<file path="config.mk">
export PLATFORM = sky130hd
export DESIGN_NAME = i2c_slave_flat
export DESIGN_NICKNAME = d
export VERILOG_FILES = /design/src/rtl/i2c_slave_if.sv /design/src/rtl/i2c_slave.sv /design/src/flat_wrapper.sv
export SDC_FILE = /design/constraint.sdc
export NUM_CORES = 1
export LEC_CHECK = 0
export BUFFER_PORTS_ARGS = -buffer_cell sky130_fd_sc_hd__buf_2
export CORE_MARGIN = 1.5
export CORE_UTILIZATION = 45
export CTS_CLUSTER_SIZE = 14
export DETAILED_ROUTE_END_ITERATION = 6
export PLACE_DENSITY = 0.65
export SYNTH_ARGS = -nofsm -noshare
export SYNTH_HDL_FRONTEND = slang
export SYNTH_SLANG_ARGS = --single-unit
</file>
<file path="constraint.sdc">
create_clock -name clk -period 2.4 [get_ports clk]
set_input_delay 0.12 -clock clk [delete_from_list [all_inputs] [get_ports clk]]
set_output_delay 0.12 -clock clk [all_outputs]
set_load 0.01 [all_outputs]
</file>
<file path="src/rtl/i2c_slave_if.sv">
// i2c_slave_if: I2C target pins plus write/read byte-stream handshakes
// slave modport : scl, sda_i, write_ready, read_data, read_valid in; sda_o, write_data, write_valid, read_ready out
// master modport: the mirror image, for the bus/host side
interface i2c_slave_if;
  logic       scl;
  logic       sda_i;
  logic       sda_o;
  logic [7:0] write_data;
  logic       write_valid;
  logic       write_ready;
  logic [7:0] read_data;
  logic       read_valid;
  logic       read_ready;
  modport slave (
    input  scl, sda_i, write_ready, read_data, read_valid,
    output sda_o, write_data, write_valid, read_ready
  );
  modport master (
    output scl, sda_i, write_ready, read_data, read_valid,
    input  sda_o, write_data, write_valid, read_ready
  );
endinterface

</file>
<file path="src/rtl/i2c_slave.sv">
// i2c_slave: oversampled I2C target bridging bus writes/reads to byte streams
// clk   in  system clock, rising edge
// rst_n in  asynchronous active-low reset
// bus   i2c_slave_if.slave: scl/sda_i in, sda_o open-drain out (0 = pull low),
//       write_data/write_valid out with write_ready in, read_data/read_valid in with read_ready out
module i2c_slave #(
  parameter logic [6:0] ADDRESS = 7'h2F
) (
  input  logic        clk,
  input  logic        rst_n,
  i2c_slave_if.slave  bus
);
  typedef enum logic [2:0] {IDLE, ADDR, ADDR_ACK, WRITE, WRITE_ACK, READ, READ_ACK, IGNORE} state_t;
  state_t     state_q;
  logic [2:0] scl_q, sda_q;
  logic [3:0] cnt_q;
  logic [6:0] sh_q;
  logic [7:0] write_data_q;
  logic       sda_o_q, write_valid_q, read_ready_q, rw_q, ack_q;
  logic       sda_s, scl_rise, scl_fall, start, stop;
  logic [7:0] sh_in, ld_byte;
  // [1] is the synchronised level, [2] the history bit used for edge detection
  assign sda_s    = sda_q[1];
  assign scl_rise = scl_q[1] & ~scl_q[2];
  assign scl_fall = ~scl_q[1] & scl_q[2];
  assign start    = scl_q[1] & scl_q[2] & ~sda_q[1] & sda_q[2];
  assign stop     = scl_q[1] & scl_q[2] & sda_q[1] & ~sda_q[2];
  assign sh_in    = {sh_q, sda_s};
  // an empty read stream is answered with all-ones (bus released)
  assign ld_byte  = bus.read_valid ? bus.read_data : 8'hFF;
  always_ff @(posedge clk or negedge rst_n)
    if (!rst_n) begin
      scl_q         <= '1;
      sda_q         <= '1;
      state_q       <= IDLE;
      cnt_q         <= '0;
      sh_q          <= '0;
      write_data_q  <= '0;
      sda_o_q       <= 1'b1;
      write_valid_q <= 1'b0;
      read_ready_q  <= 1'b0;
      rw_q          <= 1'b0;
      ack_q         <= 1'b0;
    end else begin
      scl_q         <= {scl_q[1:0], bus.scl};
      sda_q         <= {sda_q[1:0], bus.sda_i};
      write_valid_q <= 1'b0;
      read_ready_q  <= 1'b0;
      if (start) begin
        state_q <= ADDR;
        cnt_q   <= '0;
        sda_o_q <= 1'b1;
      end else if (stop) begin
        state_q <= IDLE;
        sda_o_q <= 1'b1;
      end else
        case (state_q)
          ADDR:
            if (scl_rise && cnt_q < 4'd8) begin
              sh_q  <= sh_in[6:0];
              cnt_q <= cnt_q + 4'd1;
              if (cnt_q == 4'd7) begin
                rw_q <= sda_s;
                if (sh_in[7:1] != ADDRESS) state_q <= IGNORE;
              end
            end else if (scl_fall && cnt_q == 4'd8) begin
              sda_o_q <= 1'b0;
              state_q <= ADDR_ACK;
            end
          ADDR_ACK:
            if (scl_fall) begin
              cnt_q <= '0;
              if (rw_q) begin
                state_q      <= READ;
                sh_q         <= ld_byte[6:0];
                sda_o_q      <= ld_byte[7];
                read_ready_q <= bus.read_valid;
              end else begin
                state_q <= WRITE;
                sda_o_q <= 1'b1;
              end
            end
          WRITE:
            if (scl_rise && cnt_q < 4'd8) begin
              sh_q  <= sh_in[6:0];
              cnt_q <= cnt_q + 4'd1;
              if (cnt_q == 4'd7) begin
                write_data_q  <= sh_in;
                write_valid_q <= 1'b1;
              end
            end else if (write_valid_q)
              ack_q <= bus.write_ready;
            else if (scl_fall && cnt_q == 4'd8) begin
              sda_o_q <= ~ack_q;
              state_q <= WRITE_ACK;
            end
          WRITE_ACK:
            if (scl_fall) begin
              sda_o_q <= 1'b1;
              cnt_q   <= '0;
              state_q <= ack_q ? WRITE : IGNORE;
            end
          READ:
            if (scl_rise && cnt_q < 4'd8)
              cnt_q <= cnt_q + 4'd1;
            else if (scl_fall && cnt_q == 4'd8) begin
              sda_o_q <= 1'b1;
              state_q <= READ_ACK;
            end else if (scl_fall) begin
              sda_o_q <= sh_q[6];
              sh_q    <= {sh_q[5:0], 1'b1};
            end
          READ_ACK:
            if (scl_rise)
              ack_q <= ~sda_s;
            else if (scl_fall) begin
              cnt_q <= '0;
              if (ack_q) begin
                state_q      <= READ;
                sh_q         <= ld_byte[6:0];
                sda_o_q      <= ld_byte[7];
                read_ready_q <= bus.read_valid;
              end else begin
                state_q <= IGNORE;
                sda_o_q <= 1'b1;
              end
            end
          default: ;
        endcase
    end
  assign bus.sda_o       = sda_o_q;
  assign bus.write_data  = write_data_q;
  assign bus.write_valid = write_valid_q;
  assign bus.read_ready  = read_ready_q;
endmodule

</file>
<file path="src/flat_wrapper.sv">
// flat-port wrapper written by rule: the top's interface ports become plain ports
module i2c_slave_flat 
#(
  parameter logic [6:0] ADDRESS = 7'h2F
)
  (clk, rst_n, bus_scl, bus_sda_i, bus_write_ready, bus_read_data, bus_read_valid, bus_sda_o, bus_write_data, bus_write_valid, bus_read_ready);
  i2c_slave_if bus_i ();
  input  logic clk;
  input  logic rst_n;
  input wire logic [$bits(bus_i.scl)-1:0] bus_scl;
  input wire logic [$bits(bus_i.sda_i)-1:0] bus_sda_i;
  input wire logic [$bits(bus_i.write_ready)-1:0] bus_write_ready;
  input wire logic [$bits(bus_i.read_data)-1:0] bus_read_data;
  input wire logic [$bits(bus_i.read_valid)-1:0] bus_read_valid;
  output wire logic [$bits(bus_i.sda_o)-1:0] bus_sda_o;
  output wire logic [$bits(bus_i.write_data)-1:0] bus_write_data;
  output wire logic [$bits(bus_i.write_valid)-1:0] bus_write_valid;
  output wire logic [$bits(bus_i.read_ready)-1:0] bus_read_ready;
  assign bus_i.scl = bus_scl;
  assign bus_i.sda_i = bus_sda_i;
  assign bus_i.write_ready = bus_write_ready;
  assign bus_i.read_data = bus_read_data;
  assign bus_i.read_valid = bus_read_valid;
  assign bus_sda_o = bus_i.sda_o;
  assign bus_write_data = bus_i.write_data;
  assign bus_write_valid = bus_i.write_valid;
  assign bus_read_ready = bus_i.read_ready;
  i2c_slave #(.ADDRESS(ADDRESS)) u_core (.clk(clk), .rst_n(rst_n), .bus(bus_i));
endmodule
</file>
==> run_results.csv <==
group,metric,value,unit
drt,final_antenna_net_count,0,
clock_tree,clk_path_buf_depth,2,
hold_path,min_path_type,"in -> reg",
drt,via_per_inst,5.71,
logic_synthesis,syn_nets,197,
job,cap_violations,0,
clock_tree,path_clk_slew,0.07,ns
power,peakVddDrop,0.466,mV
logic_synthesis,syn-instance-count,181,
clock_tree,cts_resized,0,
logic_synthesis,synth_top_family_by_area,"simple AND/OR/NAND/NOR gates",
logic_synthesis,yosysUniqueCellTypes,45,
clock_tree,cts_tree,"done",
global_route,grt_usage,20.5,%
finish,diodes,0,
floorplan,die_height,65.8,um
clock_tree,clk_latency,0.29,ns
logic_synthesis,synthArstFlopShare,100,%
logic_synthesis,syn_avg_cell_area,9.80,um2
drt,vias,1495,
finish,multiInputGateArea,887,um2
finish,area_delta_synth_final,19.3,%
place,gp_routability_congestion,0.944,
logic_synthesis,synthSimpleGateAreaFrac,19.1,%
logic_synthesis,synth_top_area_cell,"dfrtp_1",
place,placedCellCount,251,
drt,drc,0,
power,p_total,2.40,mW
clock_tree,cts_buffers,5,
sta,setup_viol,0,
setup_path,criticalPathCategory,"reg -> reg",
logic_synthesis,synth_fa_ha_area_share,1.41,%
setup_path,cp-end-kind,"register",
finish,fin_nets,229,
floorplan,fp.dieArea,4330,um2
hold_path,hold_path.startpoint,"bus_write_ready",
logic_synthesis,yosysMostFrequentCell,"dfrtp_1",
floorplan,ios,25,
setup_path,startpoint_type,"register",
floorplan,initial_core_util,47.7,%
finish,final_cells,262,
logic_synthesis,yosys_register_bits,33,
sta,finalHoldViolations,0,
place,port_buffers,24,
logic_synthesis,synth_edf_count,0,
global_route,antenna_found_initial,0,
sta,rsz0062_at_grt,"false",
clock_tree,htreeDepth,2,
power,powerDensity,1130,nW/um2
sta,tns,0,ns
power,power.leakage,0.942,nW
finish,regArea,835,um2
clock_tree,cts.sinks,33,
setup_path,critPathLaunch,"u_core.scl_q[1]",
setup_path,required,2.58,ns
setup_path,cp_max_fo,8,
logic_synthesis,synth_top_area_share,36.7,%
floorplan,rows,22,
sta,tightest_slew,0.714,ns
outcome,status,"finished clean",
logic_synthesis,ys.flop_type,"dfrtp_1",
logic_synthesis,syn_area,1770,um2
clock_tree,clock_tree.root_cell,"clkbuf_8",
sta,period_share,93.1,%
sta,finalClockSkew,0.00334,ns
finish,drive_gt1_share,29.4,%
drt,wl_per_cell,15.0,um
sta,slew_headroom,52.4,%
global_route,grt_max_degree,34,
global_route,grt_pass1_wl,6640,um
finish,nFillCells,346,
sta,min_period,2.23,ns
drt,routed_wl,3940,um
logic_synthesis,yosys_warnings,0,
global_route,grt-ovfl-total,0,
logic_synthesis,yosys-mux-area-fraction,10.7,%
logic_synthesis,synth_area_leaders,"dfrtp_1 (37%), dfstp_2 (10%), mux2_2 (10%)",
sta,max_freq,0.448,GHz
logic_synthesis,synth_compound_area_share,18.3,%
drt,dr.pass1.iters,4,
floorplan,core_area,3720,um2
floorplan,die_w,65.8,um
global_route,grt_pass1_vias,1411,
place,dpl.hpwl,2780,um
setup_path,crit_arrival,2.41,ns
logic_synthesis,synthTopCellsByCount,"dfrtp_1 (26), nor2_1 (21), nand2_1 (18), o21ai_0 (18), mux2_2 (16)",
sta,drv_slew,0,
logic_synthesis,ys_seq_area_share,47.0,%
drt,drt_iter0_drc,91,
logic_synthesis,synth_xor_area_share,0.494,%
setup_path,r2r-start,"u_core.scl_q[1]",
-- final timing paths --
check                                    endpoint  slack (ns)  cells past startpoint
worst max register to register  u_core.state_q[2]        0.17                      6
max in group asynchronous          u_core.sh_q[1]        1.53                      2
min in group asynchronous       u_core.state_q[0]        0.42                      2
worst max-delay path            u_core.state_q[2]        0.17                      6
worst min register to register    u_core.scl_q[1]        0.36                      0
worst min-delay path                 u_core.ack_q        0.15                      3
-- area by class of cell --
type / count / area share [%]
flip-flops and latches: 33 / 39.4
multi-input cells: 135 / 41.9
clock inverters: 2 / 1.77
inverters: 5 / 0.887
repair buffers: 33 / 9.23
well taps: 48 / 2.84
clock buffers: 6 / 3.90
-- worst max-delay path, stage by stage, from the launching register on --
cell	delay, ns
dfstp_2	0.58
or3b_1	0.50
nor2_1	0.18
nor4b_1	0.08
a41oi_1	0.41
nand2_1	0.15
a32o_1	0.22
-- state kept, by name, indices dropped and copies added, names as in the netlist --
signal	count
u_core.rw_q	1
u_core.sda_q	3
u_core.sh_q	7
u_core.bus.sda_o	1
u_core.ack_q	1
u_core.state_q	3
u_core.scl_q	3
u_core.bus.write_valid	1
u_core.bus.read_ready	1
u_core.bus.write_data	8
u_core.cnt_q	4
-- cells by family (layout without fill, tap and decap cells) --
| family | count (synthesis) | after routing |
|---|---|---|
| multiplexers | 17 | 17 |
| AO/OA/AOI/OAI | 48 | 48 |
| adder cells (fa/ha/maj) | 2 | 2 |
| XOR/XNOR | 1 | 1 |
| flip-flops | 33 | 33 |
| AND/OR/NAND/NOR | 67 | 67 |
| buffers and inverters | 13 | 46 |
-- routing by layer --
| layer | vias up | wire (um) | GRT usage [%] |
|---|---|---|---|
| li1 | 724 | - | - |
| met1 | 699 | 1870 | 27.9 |
| met2 | 59 | 1740 | 29.7 |
| met3 | 13 | 232 | 5.79 |
| met4 | 0 | 104 | 10.2 |
| met5 | - | 0 | 0 |
-- timing repair --
item / CTS / global route
endpoints found under the setup margin: 0 / 0
hold endpoints to repair: 28 / 0
setup buffers: 0 / 0
hold buffers: 3 / 0
-- power breakdown --
part | switching, mW | total (mW) | leakage [nW] | internal (mW)
Sequential | 0.191 | 0.895 | 0.406 | 0.704
Combinational | 0.503 | 0.951 | 0.479 | 0.448
Clock | 0.214 | 0.552 | 0.0574 | 0.337
Total | 0.909 | 2.40 | 0.942 | 1.49
-- cells in the final DEF, fill, tap and decap left out, types with 4 or more instances in the layout --
| cell | Yosys | layout |
|---|---|---|
| mux2_2 | 16 | 16 |
| clkbuf_8 | 0 | 6 |
| nand3_1 | 7 | 7 |
| dfstp_2 | 7 | 7 |
| nor2_1 | 21 | 21 |
| nand2_1 | 18 | 18 |
| dfrtp_1 | 26 | 26 |
| nand2b_1 | 4 | 4 |
| a21oi_1 | 5 | 5 |
| buf_4 | 0 | 6 |
| buf_2 | 2 | 24 |
| o21ai_0 | 18 | 18 |
| inv_1 | 4 | 4 |
-- through the flow --
step                      util (%)  setup slack (ns)  hold WS (ns)  instance area, um2
after floorplan                  -             0.380        -0.176                1770
after global placement        52.9             0.231         0.214                1970
after detailed placement      52.9             0.220         0.221                1970
after CTS                     56.9             0.202         0.142                2120
after global routing          56.9            0.0605         0.168                2120
final                         56.9             0.167         0.150                2120
(Power assumes the default switching activity.)
